--- src/rtl/fft_sample_loader.sv ---
// fft_sample_loader: captures one DATA_W sample per rising edge of the
// asynchronous `switch` button into an N_SAMPLES frame buffer. When the frame
// is full it is offered to the FFT core with frame_valid/frame_ready. The core
// reads the buffer through a registered read port.
// Build option: define DEBOUNCE_EN to insert a DEBOUNCE_CYCLES debounce filter
// between the synchronizer and the edge detector.
module fft_sample_loader #(
   parameter int unsigned N_SAMPLES       = 8,
   parameter int unsigned DATA_W          = 16,
   parameter int unsigned ADDR_W          = 3,
   parameter int unsigned DEBOUNCE_CYCLES = 16
) (
   input  logic              clk,
   input  logic              reset,
   input  logic              switch,
   input  logic [DATA_W-1:0] data_in,
   output logic              frame_valid,
   input  logic              frame_ready,
   input  logic [ADDR_W-1:0] rd_addr,
   output logic [DATA_W-1:0] rd_data,
   output logic [ADDR_W:0]   sample_count,
   output logic              overrun
);

   typedef enum logic {FILL, FULL} state_t;

   localparam logic [ADDR_W:0] LAST_COUNT = (ADDR_W+1)'(N_SAMPLES - 1);

   state_t              state, state_next;
   logic [ADDR_W-1:0]   wr_ptr;
   logic [DATA_W-1:0]   mem [N_SAMPLES];
   logic                s1, s2;
   logic                step;
   logic                wr_en;
   logic                clear_frame;
   logic                set_overrun;

   // Two-flop synchronizer for the asynchronous button
   always_ff @(posedge clk or negedge reset) begin
      if (!reset) begin
         s1 <= 1'b0;
         s2 <= 1'b0;
      end else begin
         s1 <= switch;
         s2 <= s1;
      end
   end

`ifdef DEBOUNCE_EN
   localparam int unsigned DB_W = $clog2(DEBOUNCE_CYCLES + 1);
   localparam logic [DB_W-1:0] DB_LAST = DB_W'(DEBOUNCE_CYCLES - 1);

   logic [DB_W-1:0] db_cnt;
   logic            db;
   logic            db_prev;

   // Debounce: db follows s2 only after DEBOUNCE_CYCLES consecutive disagreements
   always_ff @(posedge clk or negedge reset) begin
      if (!reset) begin
         db_cnt  <= '0;
         db      <= 1'b0;
         db_prev <= 1'b0;
      end else begin
         db_prev <= db;
         if (s2 != db) begin
            if (db_cnt == DB_LAST) begin
               db     <= s2;
               db_cnt <= '0;
            end else begin
               db_cnt <= db_cnt + 1'b1;
            end
         end else begin
            db_cnt <= '0;
         end
      end
   end

   assign step = db & ~db_prev;
`else
   logic s3;

   // History flop for rising-edge detection on the synchronized button
   always_ff @(posedge clk or negedge reset) begin
      if (!reset) begin
         s3 <= 1'b0;
      end else begin
         s3 <= s2;
      end
   end

   assign step = s2 & ~s3;
`endif

   // FSM state register
   always_ff @(posedge clk or negedge reset) begin
      if (!reset) begin
         state <= FILL;
      end else begin
         state <= state_next;
      end
   end

   // FSM next-state and control strobes
   always_comb begin
      state_next  = state;
      wr_en       = 1'b0;
      clear_frame = 1'b0;
      set_overrun = 1'b0;
      case (state)
         FILL: begin
            if (step) begin
               wr_en = 1'b1;
               if (sample_count == LAST_COUNT) begin
                  state_next = FULL;
               end
            end
         end
         FULL: begin
            // A press coinciding with the handshake is dropped, not carried
            // into the new frame.
            if (step) begin
               set_overrun = 1'b1;
            end
            if (frame_ready) begin
               clear_frame = 1'b1;
               state_next  = FILL;
            end
         end
         default: state_next = FILL;
      endcase
   end

   // Write pointer, sample counter, frame_valid and sticky overrun
   always_ff @(posedge clk or negedge reset) begin
      if (!reset) begin
         wr_ptr       <= '0;
         sample_count <= '0;
         frame_valid  <= 1'b0;
         overrun      <= 1'b0;
      end else begin
         frame_valid <= (state_next == FULL);
         if (set_overrun) begin
            overrun <= 1'b1;
         end
         if (clear_frame) begin
            wr_ptr       <= '0;
            sample_count <= '0;
         end else if (wr_en) begin
            wr_ptr       <= wr_ptr + 1'b1;
            sample_count <= sample_count + 1'b1;
         end
      end
   end

   // Frame buffer write port; contents survive reset
   always_ff @(posedge clk) begin
      if (wr_en) begin
         mem[wr_ptr] <= data_in;
      end
   end

   // Registered read port; same-address write returns the old word
   always_ff @(posedge clk or negedge reset) begin
      if (!reset) begin
         rd_data <= '0;
      end else begin
         rd_data <= mem[rd_addr];
      end
   end

endmodule

--- config.mk ---
export PLATFORM = sky130hd
export DESIGN_NAME = fft_sample_loader
export DESIGN_NICKNAME = d
export VERILOG_FILES = /design/src/rtl/fft_sample_loader.sv
export SDC_FILE = /design/constraint.sdc
export NUM_CORES = 1
export LEC_CHECK = 0
export BUFFER_PORTS_ARGS = -buffer_cell sky130_fd_sc_hd__buf_2
export CORE_MARGIN = 3
export CORE_UTILIZATION = 44
export CTS_BUF_LIST = sky130_fd_sc_hd__clkbuf_4 sky130_fd_sc_hd__clkbuf_8
export CTS_CLUSTER_SIZE = 10
export DETAILED_ROUTE_END_ITERATION = 7
export GPL_TIMING_DRIVEN = 1
export PLACE_DENSITY = 0.65
export SLEW_MARGIN = 20
export SYNTH_ARGS = -nofsm -noshare
export SYNTH_HDL_FRONTEND = slang
export SYNTH_SLANG_ARGS = --single-unit
--- constraint.sdc ---
create_clock -name clk -period 4.8 [get_ports clk]
set_input_delay 0.24 -clock clk [delete_from_list [all_inputs] [get_ports clk]]
set_output_delay 0.24 -clock clk [all_outputs]
set_load 0.02 [all_outputs]
==> results of run 1 <==
==> synthesized netlist by cell type <==
| cell | count | area [µm²] |
|---|---|---|
| sky130_fd_sc_hd__nand3_1 | 4 | 20.0 |
| sky130_fd_sc_hd__nand2b_1 | 3 | 18.8 |
| sky130_fd_sc_hd__o21ai_0 | 1 | 5.00 |
| sky130_fd_sc_hd__buf_6 | 4 | 45.0 |
| sky130_fd_sc_hd__nand2_1 | 14 | 52.6 |
| sky130_fd_sc_hd__or3b_2 | 1 | 8.76 |
| sky130_fd_sc_hd__clkbuf_2 | 1 | 5.00 |
| sky130_fd_sc_hd__mux4_2 | 4 | 90.1 |
| sky130_fd_sc_hd__buf_1 | 4 | 15.0 |
| sky130_fd_sc_hd__ha_1 | 2 | 25.0 |
| sky130_fd_sc_hd__mux4_1 | 28 | 736 |
| sky130_fd_sc_hd__dfrtp_1 | 28 | 701 |
| sky130_fd_sc_hd__nand4_1 | 1 | 6.26 |
| sky130_fd_sc_hd__nor3_1 | 2 | 10.0 |
| sky130_fd_sc_hd__mux2_2 | 16 | 180 |
| sky130_fd_sc_hd__nor3b_1 | 1 | 7.51 |
| sky130_fd_sc_hd__o32ai_1 | 1 | 8.76 |
| sky130_fd_sc_hd__clkbuf_1 | 1 | 3.75 |
| sky130_fd_sc_hd__nor2_1 | 6 | 22.5 |
| sky130_fd_sc_hd__edfxtp_1 | 128 | 3840 |
| sky130_fd_sc_hd__a31o_2 | 1 | 8.76 |
| sky130_fd_sc_hd__mux2i_1 | 3 | 30.0 |
| sky130_fd_sc_hd__inv_1 | 2 | 7.51 |
==> through the flow <==
step                cell area (µm²)  worst slack [ns]  hold slack [ns]
global placement               6290              2.16            0.335
global route                   6740              1.81           0.0556
CTS                            6740              2.06           0.0439
detailed placement             6290              2.07            0.350
floorplan                      5850              2.02          -0.0556
finish                         6740              2.06           0.0750
==> registers in the layout, summed over array words and instances (netlist names) <==
name          cells
overrun           1
rd_data          16
s2                1
s3                1
wr_ptr            3
mem             128
s1                1
sample_count      4
frame_valid       1
==> power by group through the flow <==
stage	Combinational, mW	Clock (mW)	Sequential (mW)
after floorplan	0.151	0	1.70
after global placement	0.315	0	1.67
after detailed placement	0.323	0	1.67
after CTS	0.326	1.03	1.64
after global routing	0.347	1.10	1.65
final	0.316	1.01	1.64
==> metal layers <==
layer | global-route usage (%) | up-vias | part of all wire (%)
li1 | - | 1194 | -
met5 | 0 | - | 0
met4 | 5.32 | 0 | 1.3
met1 | 20.9 | 1385 | 45
met2 | 23.2 | 64 | 49
met3 | 4.38 | 11 | 4.3
==> cells by family (layout without fill, tap and decap cells) <==
group / Yosys count / after routing / synth area share (%)
buf+inv: 12 / 89 / 1.30
compound gates: 3 / 3 / 0.385
mux: 51 / 51 / 17.7
flops: 156 / 156 / 77.7
fa+ha+maj: 2 / 2 / 0.428
simple gates: 32 / 32 / 2.50
==> cell type report <==
cell class	count	area, µm²
clock buffers	19	255
fillers	1022	6090
inverters	2	7.51
clock inverters	13	165
repair buffers	55	310
multi-input cells	88	1240
flip-flops and latches	156	4540
well taps	172	215
==> worst max path at each step <==
stage / depth (start not counted) / to / slack [ns]
2_1_floorplan: 3 / mem[0][0]$_DFFE_PP_ / 2.02
3_3_place_gp: 4 / mem[2][13]$_DFFE_PP_ / 2.16
3_5_place_dp: 4 / mem[7][13]$_DFFE_PP_ / 2.07
4_1_cts: 4 / mem[7][5]$_DFFE_PP_ / 2.06
5_1_grt: 4 / mem[7][11]$_DFFE_PP_ / 1.81
6_report: 4 / mem[2][12]$_DFFE_PP_ / 2.06
==> run summary, run 1 <==
The first global-routing pass estimated roughly 16 mm of wire. The final critical-path required period is about 2.7 ns. The layout cell share with drive strength beyond 1 is between 30% and 40%. The endpoint kind of the worst setup timing path is a flop.

The number of global-route vias before repair came out at 2741. Along the worst path, the maximum fanout reaches 9. Counting instances, the worst hold path has a depth of 1. The clock transition at the registers of the reported paths is about 0.080 ns. The kind of cell with the highest combined delay along the critical path is simple AND/OR/NAND/NOR gates. In this run, CTS created clock tree buffers numbering 17. The number of cell rows came out at just over 40.

Of the synthesized area, sequential elements account for between 70% and 80%. The synthesized area per cell came out at around 23 µm². The cell area after synthesis came out at 5850 µm². The worst hold path belongs to the class in2reg. The number of vias per cell after detailed routing is 5.26. The overall fraction of global-route tracks in use came out at about 15%. The starting utilization of the core area came out at 45.6%.

The overflow left after global routing came out at 0. The final layout contains routed wiring with a total length of around 10 mm. The register bit count reported by yosys is ~160. The largest clock skew in the final design came out at around 0.011 ns. The count of inserted antenna diode cells is 0. Counting both buffers and inverters, the worst setup path holds a total of 1.

The number of nets at the end of the flow came out at between 300 and 400. The total design power came out at a little under 3 mW. The cell count after placement is 470. The total nets after synthesis came out at about 280. The die covers between 10000 and 15000 µm².

The utilization after layout came out at between 50 and 60%. The overall die height is 121 µm. TritonCTS built the clock tree.

The fraction of the cycle the final worst path needs is approximately 57%. The post-CTS resize count is 0. The critical path starts at frame_valid$_DFF_PN0_. The die extent in x is around 120 µm. On the worst path, the slowest cell contributes a delay of between 0.7 and 0.8 ns. For the pin with the worst max-slew slack, the measured transition is just under 1 ns. The proportion of power drawn by flip-flops and latches came out at ~55%. The maximum achievable frequency is approximately 360 MHz.

The half-perimeter wire length after detailed placement is between 6 and 7 mm. The overall via count from detail_route came out at 2654. The filler-free cell count of the finished design is 505. The starting DRC count in detailed routing came out at 191.

The share of power burned in combinational logic came out at 10.6%. The number of different library cells in the post-synthesis netlist is 23. For this design the ratio of total power to cell area is 440 nW/µm². The switching power as a share of total power is between 20 and 25%.

The cell-internal power is 2.24 mW. The summed negative setup slack over all endpoints came out at 0 ns. The remaining number of nets flagged by the antenna check after routing is 0. The leakage dissipation is approximately 2.4 nW. The worst slew slack as a fraction of its limit is between 30% and 40%. Max-cap violations in this run came to 0.

After detailed routing, the average wire length per cell comes to 20.4 µm. The critical path goes through nor3b_1 -> nand2b_1 -> nor2_1 -> buf_4. The H-tree depth is 4. The pin count of the biggest net entering global routing came out at 33. For this design, the sink count on the clock tree is roughly 160. The number of buffers between clock root and the deepest sink is 2. The total setup buffers inserted after CTS is 0. The final hold violation count came out at 0. The library cells used most frequently in the layout, excluding fill and tap cells, are 128 x sky130_fd_sc_hd__edfxtp_1, 44 x sky130_fd_sc_hd__buf_2, 28 x sky130_fd_sc_hd__mux4_1, 28 x sky130_fd_sc_hd__dfrtp_1, 18 x sky130_fd_sc_hd__clkbuf_8. The worst register-to-register path ends at mem[2][12]$_DFFE_PP_. VDD sags by at most just under 0.3 mV.

The switching power total came out at 0.722 mW. The number of antenna violations at the first check in global routing came out at 0. The number of endpoints failing setup at the final stage is 0. The arrival time of data at the critical path endpoint came out at ~2.9 ns. The iteration count of the initial detailed-routing pass is 4. The critical path is of the reg2reg type. The clock insertion delay at the later pin of the skew report came out at around 0.44 ns. The number of cells on the worst reg-to-reg path came out at 4.

The clock network is responsible for between 30 and 40% of the overall power. The required time of the worst setup path came out at roughly 5 ns. The global placer's final weighted congestion came out at ~0.74. The tree is rooted in a sky130_fd_sc_hd__clkbuf_8. The run finished with clean final reports. The startpoint identified for the worst hold timing path is data_in[13]. The count of final max-slew check failures came out at 0. The area growth from synthesis to final layout came out at 15.2%. During synthesis, Yosys emitted a total of 0 warnings. The count of hold buffers inserted by post-cts repair came out at 3.

The end point of the most critical hold path is mem[2][13]$_DFFE_PP_. The gate count after technology mapping is between 200 and 300. The slowest cell on the critical path is sky130_fd_sc_hd__nor3b_1. The start of the worst register-to-register path is frame_valid$_DFF_PN0_.

Setup repair after global routing left no endpoint under its margin. STA classifies the critical path startpoint as a flop. The number of buffers inserted by port buffering came out at 44. The register-to-register setup slack came out at about 2 ns. The leading cell type in the layout, fill and taps excluded is sky130_fd_sc_hd__edfxtp_1.

The remaining design rule violation count came out at 0. The count of pins on the block boundary came out at 45. The area of the placeable core came out at between 10000 and 15000 µm².
Power figures use the tool's default switching activity.
==> run 2, diff against run 1 <==
Settings changed: ABC_AREA from default to 1.
Clock period 4.8 ns to 2.9 ns, I/O delays scaled along.
==> run summary, run 2 <==
The die extent in x came out at 128 µm (+5.5%). The first-pass GRT wire length is 21.1 mm (+33%). The half-perimeter wire length after detailed placement was 7.24 mm (+19%). The worst slew slack as a fraction of its limit is 47.2% (+13 points). The post-CTS resize count came out at 0 (unchanged).

The cell area after synthesis came out at 6540 µm² (+12%). The area of the die came out at 16400 µm² (+11%). The area of the placeable core is 14200 µm² (+11%). The hold path depth is 3 (+2). The total power density per cell area is 648 nW/µm² (+47%). The number of buffers inserted by port buffering is 44 (unchanged). The portion of synthesized cell area occupied by the leading cell type came to 58.8% (-6.9 points).

The clock transition at the registers of the reported paths came to 0.08 ns (about the same). The number of global-route vias before repair came out at 4229 (+54%). The cell at the root of the clock tree is sky130_fd_sc_hd__clkbuf_8. The number of nets at the end of the flow was 728 (+110%). The sum of routed wire length over all layers came out at 12.9 mm (+25%). In the layout the commonest cells are 225 x sky130_fd_sc_hd__nand2_1, 138 x sky130_fd_sc_hd__inv_1, 128 x sky130_fd_sc_hd__edfxtp_1, 68 x sky130_fd_sc_hd__nand3_1, 44 x sky130_fd_sc_hd__buf_2.

The global placer's final weighted congestion came out at 0.734 (-1.2%). The count of flip-flops with a built-in enable after synthesis came out at 128 (unchanged). The kind of launch point of the worst setup path is a flop. The count of pins on the block boundary came out at 45 (unchanged). The type of the tightest min-delay check is in2reg. The count of inserted antenna diode cells is 0 (unchanged). The iteration count of the initial detailed-routing pass came out at 4 (unchanged).

The fraction of the cycle the final worst path needs came to 60.3% (+3.2 points). In the post-synthesis netlist, the cell with the most instances is sky130_fd_sc_hd__nand2_1. The total of warnings raised by yosys came out at 0 (unchanged). The pin count of the biggest net entering global routing is 65 (+97%). The endpoint kind of the worst setup timing path is a flop.

The top cell type by total area after synthesis is sky130_fd_sc_hd__edfxtp_1. The kind of cell with the highest combined delay along the critical path is buffers and inverters. The clock sink count is 156 (unchanged). The H-tree depth is 4 (unchanged).

The clock tree from TritonCTS is done. Traced cell by cell, the critical path runs through inv_1 -> nand3_1 -> inv_1 -> nand2_1 -> nor2_1 -> buf_4. The largest clock skew in the final design is 0.00610 ns (-0.00491 ns). The remaining number of nets flagged by the antenna check after routing is 0 (unchanged). The stage delay of the slowest cell on the critical path is 0.42 ns (-0.29 ns). The dominant synthesized flop cell is sky130_fd_sc_hd__edfxtp_1. In the final layout, the registers with the most flip-flops are mem: 128 flops, rd_data: 16 flops, sample_count: 4 flops. The register bit count reported by yosys was 156 (unchanged). The number of flip-flops in the largest register was 128 (unchanged).

The total setup buffers inserted after CTS is 0 (unchanged). The filler-free cell count of the finished design came out at 896 (+77%). The arrival time of data at the critical path endpoint came out at 1.88 ns (-1.00 ns).

The clock insertion delay at the later pin of the skew report came to 0.45 ns (about the same). The critical path buffer and inverter count is 3 (+2). The area growth from synthesis to final layout is 14.3%.

The register name with the most flops is mem. The starting DRC count in detailed routing was 344 (+80%). The leakage dissipation came out at 3.50 nW (+44%). The cell count after placement is 845 (+80%). The run finished with clean final reports.

The number of vias per cell after detailed routing came to 4.66 (-11%). The overall die height is 128 µm (+5.5%). The share of synthesized area occupied by flip-flops and latches was 69.5% (-8.2 points). On the critical path, the stage with the largest delay is an instance of sky130_fd_sc_hd__dfrtp_1. The most numerous cell type found on the critical path is sky130_fd_sc_hd__inv_1.

The count of final max-slew check failures came to 0 (unchanged). The count of cell instances traversed by the critical path came out at 6 (+2). The overall via count from detail_route is 4174 (+57%).

The summed negative setup slack over all endpoints is 0 ns (unchanged). The gate count after technology mapping came to 632 (+150%). The starting utilization of the core area came out at 46.1% (+0.43 points). The required time of the worst setup path is 3.03 ns (-1.91 ns). The layout cell share with drive strength beyond 1 is 12.6% (-20 points).

The slew at the pin with the worst max-slew slack is 0.792 ns (-0.197 ns). The overall fraction of global-route tracks in use came out at 17.0% (+1.9 points). The number of different library cells in the post-synthesis netlist is 16 (-30%). The worst setup path is of the reg2reg kind. The maximum vdd ir drop is 0.313 mV (+8.2%). The overflow left after global routing came to 0 (unchanged).

Ranked by total cell area, the synthesized netlist is headed by sky130_fd_sc_hd__edfxtp_1 59%, sky130_fd_sc_hd__nand2_1 13%, sky130_fd_sc_hd__dfrtp_1 11%. The number of endpoints failing setup at the final stage came out at 0 (unchanged). The remaining design rule violation count came out at 0 (unchanged). The maximum achievable frequency is 572 MHz (+57%).

Setup repair after global routing left no endpoint under its margin. The leading cell type in the layout, fill and taps excluded is sky130_fd_sc_hd__nand2_1. The number of buffers between clock root and the deepest sink came out at 2 (unchanged).

The maximum fanout along the worst path was 16 (+7). The synthesized area per cell is 10.4 µm² (-55%). By count the netlist is led by 225 x sky130_fd_sc_hd__nand2_1, 138 x sky130_fd_sc_hd__inv_1, 128 x sky130_fd_sc_hd__edfxtp_1, 68 x sky130_fd_sc_hd__nand3_1, 28 x sky130_fd_sc_hd__dfrtp_1.

The number of cell rows was 43 (+4.9%). The final routed wire length divided by cell count came out at 14.4 µm (-29%). The final critical-path required period came out at 1.75 ns (-0.994 ns). The fraction of registers with async set/reset came out at 17.9% (unchanged).

The total nets after synthesis came to 657 (+130%). The final hold violation count came out at 0 (unchanged). The number of antenna violations at the first check in global routing came out at 0 (unchanged). The number of cells on the worst reg-to-reg path came out at 6 (+2). The count of maximum capacitance violations came out at 0 (unchanged). The CTS buffer count is 17 (unchanged).
run 2: routing by layer:
metal	wire length, µm	share of wire, %	vias to the layer above	global-route usage, %
li1	-	-	2101	-
met1	5650	44	1948	21.1
met2	6310	49	97	28.3
met3	583	4.5	28	3.88
met4	355	2.8	0	8.30
met5	0	0	-	0
run 2: worst paths after layout:
check | start | to | slack, ns
worst max-delay path | frame_valid$_DFF_PN0_ | mem[2][4]$_DFFE_PP_ | 1.15
worst min-delay path | rd_addr[2] | rd_data[11]$_DFF_PN0_ | 0.15
worst max register to register | frame_valid$_DFF_PN0_ | mem[2][4]$_DFFE_PP_ | 1.15
worst min register to register | s1$_DFF_PN0_ | s2$_DFF_PN0_ | 0.38
max in group asynchronous | reset | rd_data[4]$_DFF_PN0_ | 2.17
min in group asynchronous | reset | sample_count[2]$_DFFE_PN0P_ | 0.27
run 2: cells by family after synthesis:
logic type,count (synthesis),share of synthesized area (%)
simple gates,302,18.6
buf+inv,162,10.6
flops,156,69.5
compound gates,8,0.689
xor+xnor,2,0.268
fa+ha+maj,2,0.382
run 2: power breakdown:
group          switching [mW]  internal, mW
clock network           0.845         0.689
logic                   0.419         0.200
registers              0.0757          2.61
total                    1.34          3.50
run 2: cell type report:
cell class,count,area [µm²]
timing repair buffer,75,500
sequential,156,4540
clock inverter,15,141
clock buffer,17,234
tap,180,225
fill,1263,6730
inverter,139,522
multi-input combinational,314,1310
run 2: timing repair:
action	CTS	global route
setup endpoints to repair	0	0
endpoints found under the hold margin	158	0
hold buffers	19	0
run 2: worst min-delay path, stage by stage:
cell	delay (ns)
sky130_fd_sc_hd__buf_2	0.25
sky130_fd_sc_hd__nand2_1	0.13
sky130_fd_sc_hd__nand2_1	0.04
run 2: per-stage QoR:
| stage | util, % | setup slack [ns] | hold WS [ns] | power [mW] | area [µm²] |
|---|---|---|---|---|---|
| finish | 52.6 | 1.15 | 0.151 | 4.84 | 7470 |
| global route | 52.6 | 1.02 | 0.151 | 5.06 | 7470 |
| CTS | 52.6 | 1.14 | 0.115 | 4.89 | 7470 |
| detailed placement | 48.6 | 1.12 | 0.256 | 3.35 | 6910 |
| global placement | 48.6 | 1.26 | 0.242 | 3.32 | 6910 |
| floorplan | - | 0.867 | -0.151 | 3.12 | 6540 |
